`config.mk`:
```
export PLATFORM = sky130hd
export DESIGN_NAME = cpu_fetch_unit
export DESIGN_NICKNAME = d
export VERILOG_FILES = /design/src/rtl/cpu_fetch_pkg.sv /design/src/rtl/fetch_queue.sv /design/src/rtl/cpu_fetch_unit.sv
export SDC_FILE = /design/constraint.sdc
export NUM_CORES = 1
export LEC_CHECK = 0
export ABC_AREA = 1
export BUFFER_PORTS_ARGS = -buffer_cell sky130_fd_sc_hd__buf_2
export CAP_MARGIN = 20
export CORE_MARGIN = 2
export CORE_UTILIZATION = 59
export CTS_BUF_LIST = sky130_fd_sc_hd__clkbuf_8
export CTS_CLUSTER_DIAMETER = 80
export DETAILED_ROUTE_END_ITERATION = 8
export GPL_ROUTABILITY_DRIVEN = 0
export PLACE_DENSITY = 0.9
export SYNTH_ARGS = -nofsm -noshare
export SYNTH_HDL_FRONTEND = slang
export SYNTH_HIERARCHICAL = 1
export SYNTH_SLANG_ARGS = --single-unit
export TNS_END_PERCENT = 5
```
`constraint.sdc`:
```
create_clock -name clk -period 2.8 [get_ports clk]
set_input_delay 0.28 -clock clk [delete_from_list [all_inputs] [get_ports clk]]
set_output_delay 0.28 -clock clk [all_outputs]
set_load 0.02 [all_outputs]
```
`src/rtl/cpu_fetch_pkg.sv`:
```
// Shared definitions for the instruction-fetch front end: FSM state
// encoding and the default post-reset fetch address.
package cpu_fetch_pkg;

  // Bus-side fetch FSM: IDLE drives no strobe, READ holds r and address_bus.
  typedef enum logic {
    IDLE = 1'b0,
    READ = 1'b1
  } fetch_state_e;

  // Default fetch address after reset; also used by the core's reset logic.
  localparam logic [15:0] DEFAULT_RESET_PC = 16'h2000;

endpackage

```
`src/rtl/fetch_queue.sv`:
```
// Synchronous prefetch FIFO holding {instruction word, start pc} entries.
// flush empties the queue without touching storage; reset also loads every
// entry with RESET_VAL so the head presents a defined value out of reset.
module fetch_queue #(
  parameter int               WIDTH     = 32,
  parameter int               DEPTH     = 2,
  parameter logic [WIDTH-1:0] RESET_VAL = '0,
  localparam int              PTR_W     = (DEPTH > 1) ? $clog2(DEPTH) : 1,
  localparam int              CNT_W     = $clog2(DEPTH + 1)
) (
  input  logic             clk,
  input  logic             reset,
  input  logic             push_i,
  input  logic [WIDTH-1:0] push_data_i,
  input  logic             pop_i,
  input  logic             flush_i,
  output logic [CNT_W-1:0] count_o,
  output logic             empty_o,
  output logic [WIDTH-1:0] head_o
);

  logic [WIDTH-1:0] mem_q [DEPTH];
  logic [PTR_W-1:0] rd_ptr_q, rd_ptr_d;
  logic [PTR_W-1:0] wr_ptr_q, wr_ptr_d;
  logic [CNT_W-1:0] count_q, count_d;
  logic             do_push, do_pop, full;

  assign full    = (count_q == CNT_W'(DEPTH));
  assign empty_o = (count_q == '0);
  assign count_o = count_q;
  assign head_o  = mem_q[rd_ptr_q];

  // A pop on an empty queue is ignored; a push into a full queue is only
  // accepted when a pop frees a slot on the same edge.
  assign do_pop  = pop_i && !empty_o;
  assign do_push = push_i && (!full || do_pop);

  // Next pointer/count values; flush wins over push and pop.
  always_comb begin
    rd_ptr_d = rd_ptr_q;
    wr_ptr_d = wr_ptr_q;
    count_d  = count_q;
    if (flush_i) begin
      rd_ptr_d = '0;
      wr_ptr_d = '0;
      count_d  = '0;
    end else begin
      if (do_pop) begin
        rd_ptr_d = (rd_ptr_q == PTR_W'(DEPTH - 1)) ? '0 : rd_ptr_q + 1'b1;
      end
      if (do_push) begin
        wr_ptr_d = (wr_ptr_q == PTR_W'(DEPTH - 1)) ? '0 : wr_ptr_q + 1'b1;
      end
      case ({do_push, do_pop})
        2'b10:   count_d = count_q + 1'b1;
        2'b01:   count_d = count_q - 1'b1;
        default: count_d = count_q;
      endcase
    end
  end

  // Pointer/count registers and entry storage.
  always_ff @(posedge clk) begin
    if (reset) begin
      rd_ptr_q <= '0;
      wr_ptr_q <= '0;
      count_q  <= '0;
      for (int i = 0; i < DEPTH; i++) begin
        mem_q[i] <= RESET_VAL;
      end
    end else begin
      rd_ptr_q <= rd_ptr_d;
      wr_ptr_q <= wr_ptr_d;
      count_q  <= count_d;
      if (do_push && !flush_i) begin
        mem_q[wr_ptr_q] <= push_data_i;
      end
    end
  end

endmodule

```
`src/rtl/cpu_fetch_unit.sv`:
```
// Instruction-fetch front end: reads bytes from a byte-wide memory bus,
// assembles them into WORD_BYTES-byte instruction words tagged with their
// start address, and buffers them in a prefetch queue for the decoder.
// Handshake: the decoder takes the head word on any edge where
// instr_valid && instr_ready; on the bus side a byte is taken on an edge
// where r && bus_ready, and bus_ready low simply stretches the read.
module cpu_fetch_unit
  import cpu_fetch_pkg::*;
#(
  parameter int                DATA_W      = 8,
  parameter int                ADDR_W      = 16,
  parameter int                WORD_BYTES  = 2,
  parameter int                QUEUE_DEPTH = 2,
  parameter logic [ADDR_W-1:0] RESET_PC    = ADDR_W'(DEFAULT_RESET_PC)
) (
  input  logic                         clk,
  input  logic                         reset,
  output logic [ADDR_W-1:0]            address_bus,
  input  logic [DATA_W-1:0]            data_bus_in,
  output logic                         r,
  input  logic                         bus_ready,
  input  logic                         halt,
  input  logic                         redirect,
  input  logic [ADDR_W-1:0]            redirect_pc,
  output logic                         instr_valid,
  output logic [DATA_W*WORD_BYTES-1:0] instr_word,
  output logic [ADDR_W-1:0]            instr_pc,
  input  logic                         instr_ready,
  output logic [ADDR_W-1:0]            fetch_pc
);

  localparam int WORD_W  = DATA_W * WORD_BYTES;
  localparam int ENTRY_W = WORD_W + ADDR_W;
  localparam int IDX_W   = (WORD_BYTES > 1) ? $clog2(WORD_BYTES) : 1;
  localparam int CNT_W   = $clog2(QUEUE_DEPTH + 1);
  localparam logic [IDX_W-1:0] LAST_IDX = IDX_W'(WORD_BYTES - 1);

  fetch_state_e      state_q, state_d;
  logic [ADDR_W-1:0] addr_q, addr_d;
  logic [ADDR_W-1:0] pc_q, pc_d;
  logic [IDX_W-1:0]  idx_q, idx_d;
  logic [WORD_W-1:0] word_q, word_d;
  logic [ADDR_W-1:0] wpc_q, wpc_d;

  logic               q_push, q_pop, q_flush, q_empty, q_full;
  logic [CNT_W-1:0]   q_count;
  logic [ENTRY_W-1:0] q_head;

  assign address_bus = addr_q;
  assign fetch_pc    = pc_q;
  assign r           = (state_q == READ);
  assign instr_valid = !q_empty;
  assign instr_word  = q_head[ENTRY_W-1:ADDR_W];
  assign instr_pc    = q_head[ADDR_W-1:0];
  assign q_full      = (q_count >= CNT_W'(QUEUE_DEPTH));
  assign q_pop       = instr_valid && instr_ready;

  // Next-state logic: redirect first, then start a read or capture a byte.
  always_comb begin
    state_d = state_q;
    addr_d  = addr_q;
    pc_d    = pc_q;
    idx_d   = idx_q;
    word_d  = word_q;
    wpc_d   = wpc_q;
    q_push  = 1'b0;
    q_flush = 1'b0;
    if (redirect) begin
      state_d = IDLE;
      pc_d    = redirect_pc;
      idx_d   = '0;
      q_flush = 1'b1;
    end else begin
      case (state_q)
        IDLE: begin
          // A word in progress always finishes; a new word needs a free slot.
          if (!halt && (idx_q != '0 || !q_full)) begin
            state_d = READ;
            addr_d  = pc_q;
          end
        end
        READ: begin
          if (bus_ready) begin
            word_d[idx_q*DATA_W +: DATA_W] = data_bus_in;
            if (idx_q == '0) begin
              wpc_d = addr_q;
            end
            pc_d    = pc_q + ADDR_W'(1);
            state_d = IDLE;
            if (idx_q == LAST_IDX) begin
              q_push = 1'b1;
              idx_d  = '0;
            end else begin
              idx_d = idx_q + 1'b1;
            end
          end
        end
        default: state_d = IDLE;
      endcase
    end
  end

  // FSM, bus address, PC and word-assembly registers.
  always_ff @(posedge clk) begin
    if (reset) begin
      state_q <= IDLE;
      addr_q  <= RESET_PC;
      pc_q    <= RESET_PC;
      idx_q   <= '0;
      word_q  <= '0;
      wpc_q   <= RESET_PC;
    end else begin
      state_q <= state_d;
      addr_q  <= addr_d;
      pc_q    <= pc_d;
      idx_q   <= idx_d;
      word_q  <= word_d;
      wpc_q   <= wpc_d;
    end
  end

  fetch_queue #(
    .WIDTH     (ENTRY_W),
    .DEPTH     (QUEUE_DEPTH),
    .RESET_VAL ({{WORD_W{1'b0}}, RESET_PC})
  ) u_queue (
    .clk         (clk),
    .reset       (reset),
    .push_i      (q_push),
    .push_data_i ({word_d, wpc_d}),
    .pop_i       (q_pop),
    .flush_i     (q_flush),
    .count_o     (q_count),
    .empty_o     (q_empty),
    .head_o      (q_head)
  );

endmodule
```
==> reports/qor.txt <==
status: finished clean
clk_skew: 0.0149 ns
Post-Syn Instances: 689
fillers: 728
Logic pwr share: 7.8%
WL final: 13,400 microns
drt wl/cell: 14.4 microns
Power per Cell Area: 561 nW/um^2
IO Port Bufs: 95
Iteration-0 DRC Markers: 374
All-Layer GR Usage: 24.7%
net count after synthesis: 720
Final Cycle Share: 81.5%
first-pass GRT wire length: 21,900 microns
RSZ-0062 raised after global routing: false
Switch Pwr: 1.03 mW
commonest non-fill, non-tap cells in the layout: inv_1 (128), nand2_1 (97), buf_2 (95), nor2_1 (73), dfxtp_1 (71)
Fin Setup TNS: 0 ns
TritonCTS Sinks: 135
CTS hold repair buffers: 0
gr ovfl total: 0
Final setup viols: 0
reg2reg setup slack: 0.52 ns
clk root buf: clkbuf_8
# resized after CTS: 0
largest net degree at the start of global routing: 55
Pleak: 3.18 nW
cell area after synthesis: 6180 sq um
switching share of power: 26.0%
core area: 10,200 sq um
initial antenna violation count: 0
Layout area overhead: 14.1%
Multi-input gate area: 2130 sq um
total count of max-transition violations in the final report: 0
CP endpoint kind: register
Worst Slack Setup Final: 0.519 ns
Reg power frac: 54.9%
placed inst area: 6690 sq um
worst hold margin: 0.105 ns
fmax: 438 MHz
vias: 4,874
layout cell share with drive strength beyond 1: 28.1%
n_diodes: 0
Final HPWL DP: 9030 microns
commonest non-fill, non-tap cell in the layout: inv_1
YS warnings: 6
Clock Latency Late Sink: 0.44 ns
DRT Pass-1 Iters: 5
Mapped Avg Cell Area: 8.97 sq um
Max Cap Viol: 0
dpl ws: 0.473 ns
critical path required time: 2.89 ns
starting density of the core: 60.4%
Cell variety after synth: 37
final instance area: 7050 sq um
Clock Path Buffers: 2
final hold vios: 0
Worst-path clk slew: 0.08 ns
Int Power: 2.93 mW
Peak VDD IR: 0.309 mV
Arrival @ worst endpoint: 2.37 ns
die width: 106 microns
top_reg_cell synth: dfxtp_1
Core Rows: 37
post-layout min period: 2.28 ns
drt drc: 0
Seq cells post-synth: 135
average vias per placed instance: 5.24
io pins: 96
total CTS buffers: 17
CP Launch Type: register
Net count, final: 813
Clk pwr share: 37.3%
CTS tree: built
maximum fanout along the worst path: 32
Hold/Removal Path Class: in2reg
H-tree levels: 4
sequential-to-total area share from yosys stat: 54.1%
# Post-CTS Setup Buffers: 0
Die H: 106 microns
die area: 11,300 sq um
kind of critical path: reg2reg
Reg area: 3340 sq um
number of global-route vias before repair: 4,592
Post-synth ARST share: 0%
Slew headroom: 57.5%
Post-synth EDFFs: 64
Least-Margin Pin Slew: 0.637 ns
post-route ant nets: 0
## synthesized netlist by cell type, types with 3 or more instances
cell type  count  area (sq um)
nand3_1       25           125
edfxtp_1      64          1920
or2_2          4          25.0
inv_4          4          25.0
nor2_1        73           274
a21oi_1       29           145
a31oi_1        9          56.3
o21ai_2        3          26.3
nor2_2        36           225
nand2_1       97           364
mux2_2        30           338
nand4_1        5          31.3
o21ai_1       29           145
buf_6         10           113
buf_2          6          30.0
o21ai_0       26           130
dfxtp_1       71          1420
inv_1        126           473
inv_2          3          11.3
nand2_2        4          25.0
or2_1          5          31.3
clkbuf_1       8          30.0
## final cells by class
class / instances / area share [%]
multi-input cells: 393 / 30.3
clock inverters: 15 / 1.86
clock buffers: 17 / 3.32
repair buffers: 102 / 7.49
well taps: 136 / 2.41
flip-flops and latches: 135 / 47.4
inverters: 133 / 7.22
## per-layer routing
| metal | share of wire, % | up-vias | GRT usage (%) | wire (microns) |
|---|---|---|---|---|
| met2 | 48 | 243 | 41.0 | 6430 |
| met3 | 7.9 | 26 | 5.82 | 1060 |
| li1 | - | 2373 | - | - |
| met4 | 1.8 | 0 | 7.61 | 242 |
| met5 | 0 | - | 0 | 0 |
| met1 | 42 | 2232 | 32.3 | 5680 |
## flip-flops by register name (all words and copies together), names as in the netlist, named ones only
register          cells
u_queue/rd_ptr_q      1
u_queue/wr_ptr_q      1
wpc_q                16
r                     1
u_queue/count_o       2
fetch_pc             16
word_q               16
idx_q                 1
address_bus          16
u_queue/mem_q        64
## power by group through the flow
| stage | clock (mW) | combinational (mW) | sequential, mW |
|---|---|---|---|
| 2_1_floorplan | 0 | 0.175 | 2.23 |
| 3_3_place_gp | 0 | 0.297 | 2.21 |
| 3_5_place_dp | 0 | 0.306 | 2.21 |
| 4_1_cts | 1.48 | 0.309 | 2.17 |
| 5_1_grt | 1.57 | 0.341 | 2.18 |
| 6_report | 1.47 | 0.309 | 2.17 |
## critical path, cell delays in order (launching register included)
cell and delay [ns]:
dfxtp_1 0.40, nand2_2 0.12, nor2_4 0.34, nand2_4 0.19, inv_4 0.16, nand2_2 0.09
inv_4 0.09, nand3_4 0.07, nand2_1 0.07, buf_4 0.38
## worst paths after layout
path                                        from              endpoint  cells past startpoint
worst max-delay path                           r  u_queue/mem_q[1][27]                      9
worst min-delay path              redirect_pc[3]           fetch_pc[3]                      3
worst max register to register                 r  u_queue/mem_q[1][27]                      9
worst min register to register  u_queue/rd_ptr_q      u_queue/rd_ptr_q                      2
## through the flow
stage               utilization, %  instances  power (mW)
finish                        68.9        931        3.95
floorplan                        -        689        2.41
detailed placement            65.3        899        2.52
CTS                           68.9        931        3.96
global placement              65.3        899        2.51
global route                  68.9        931        4.09
## kinds of logic after synthesis
logic type      Yosys count  share of synthesized area [%]
fa+ha+maj                 1                          0.202
compound gates          100                           8.62
mux                      32                           5.83
buf+inv                 161                           11.4
xor+xnor                  2                          0.283
simple gates            258                           19.6
flops                   135                           54.1
No activity file was read; power rests on OpenSTA's default activity.
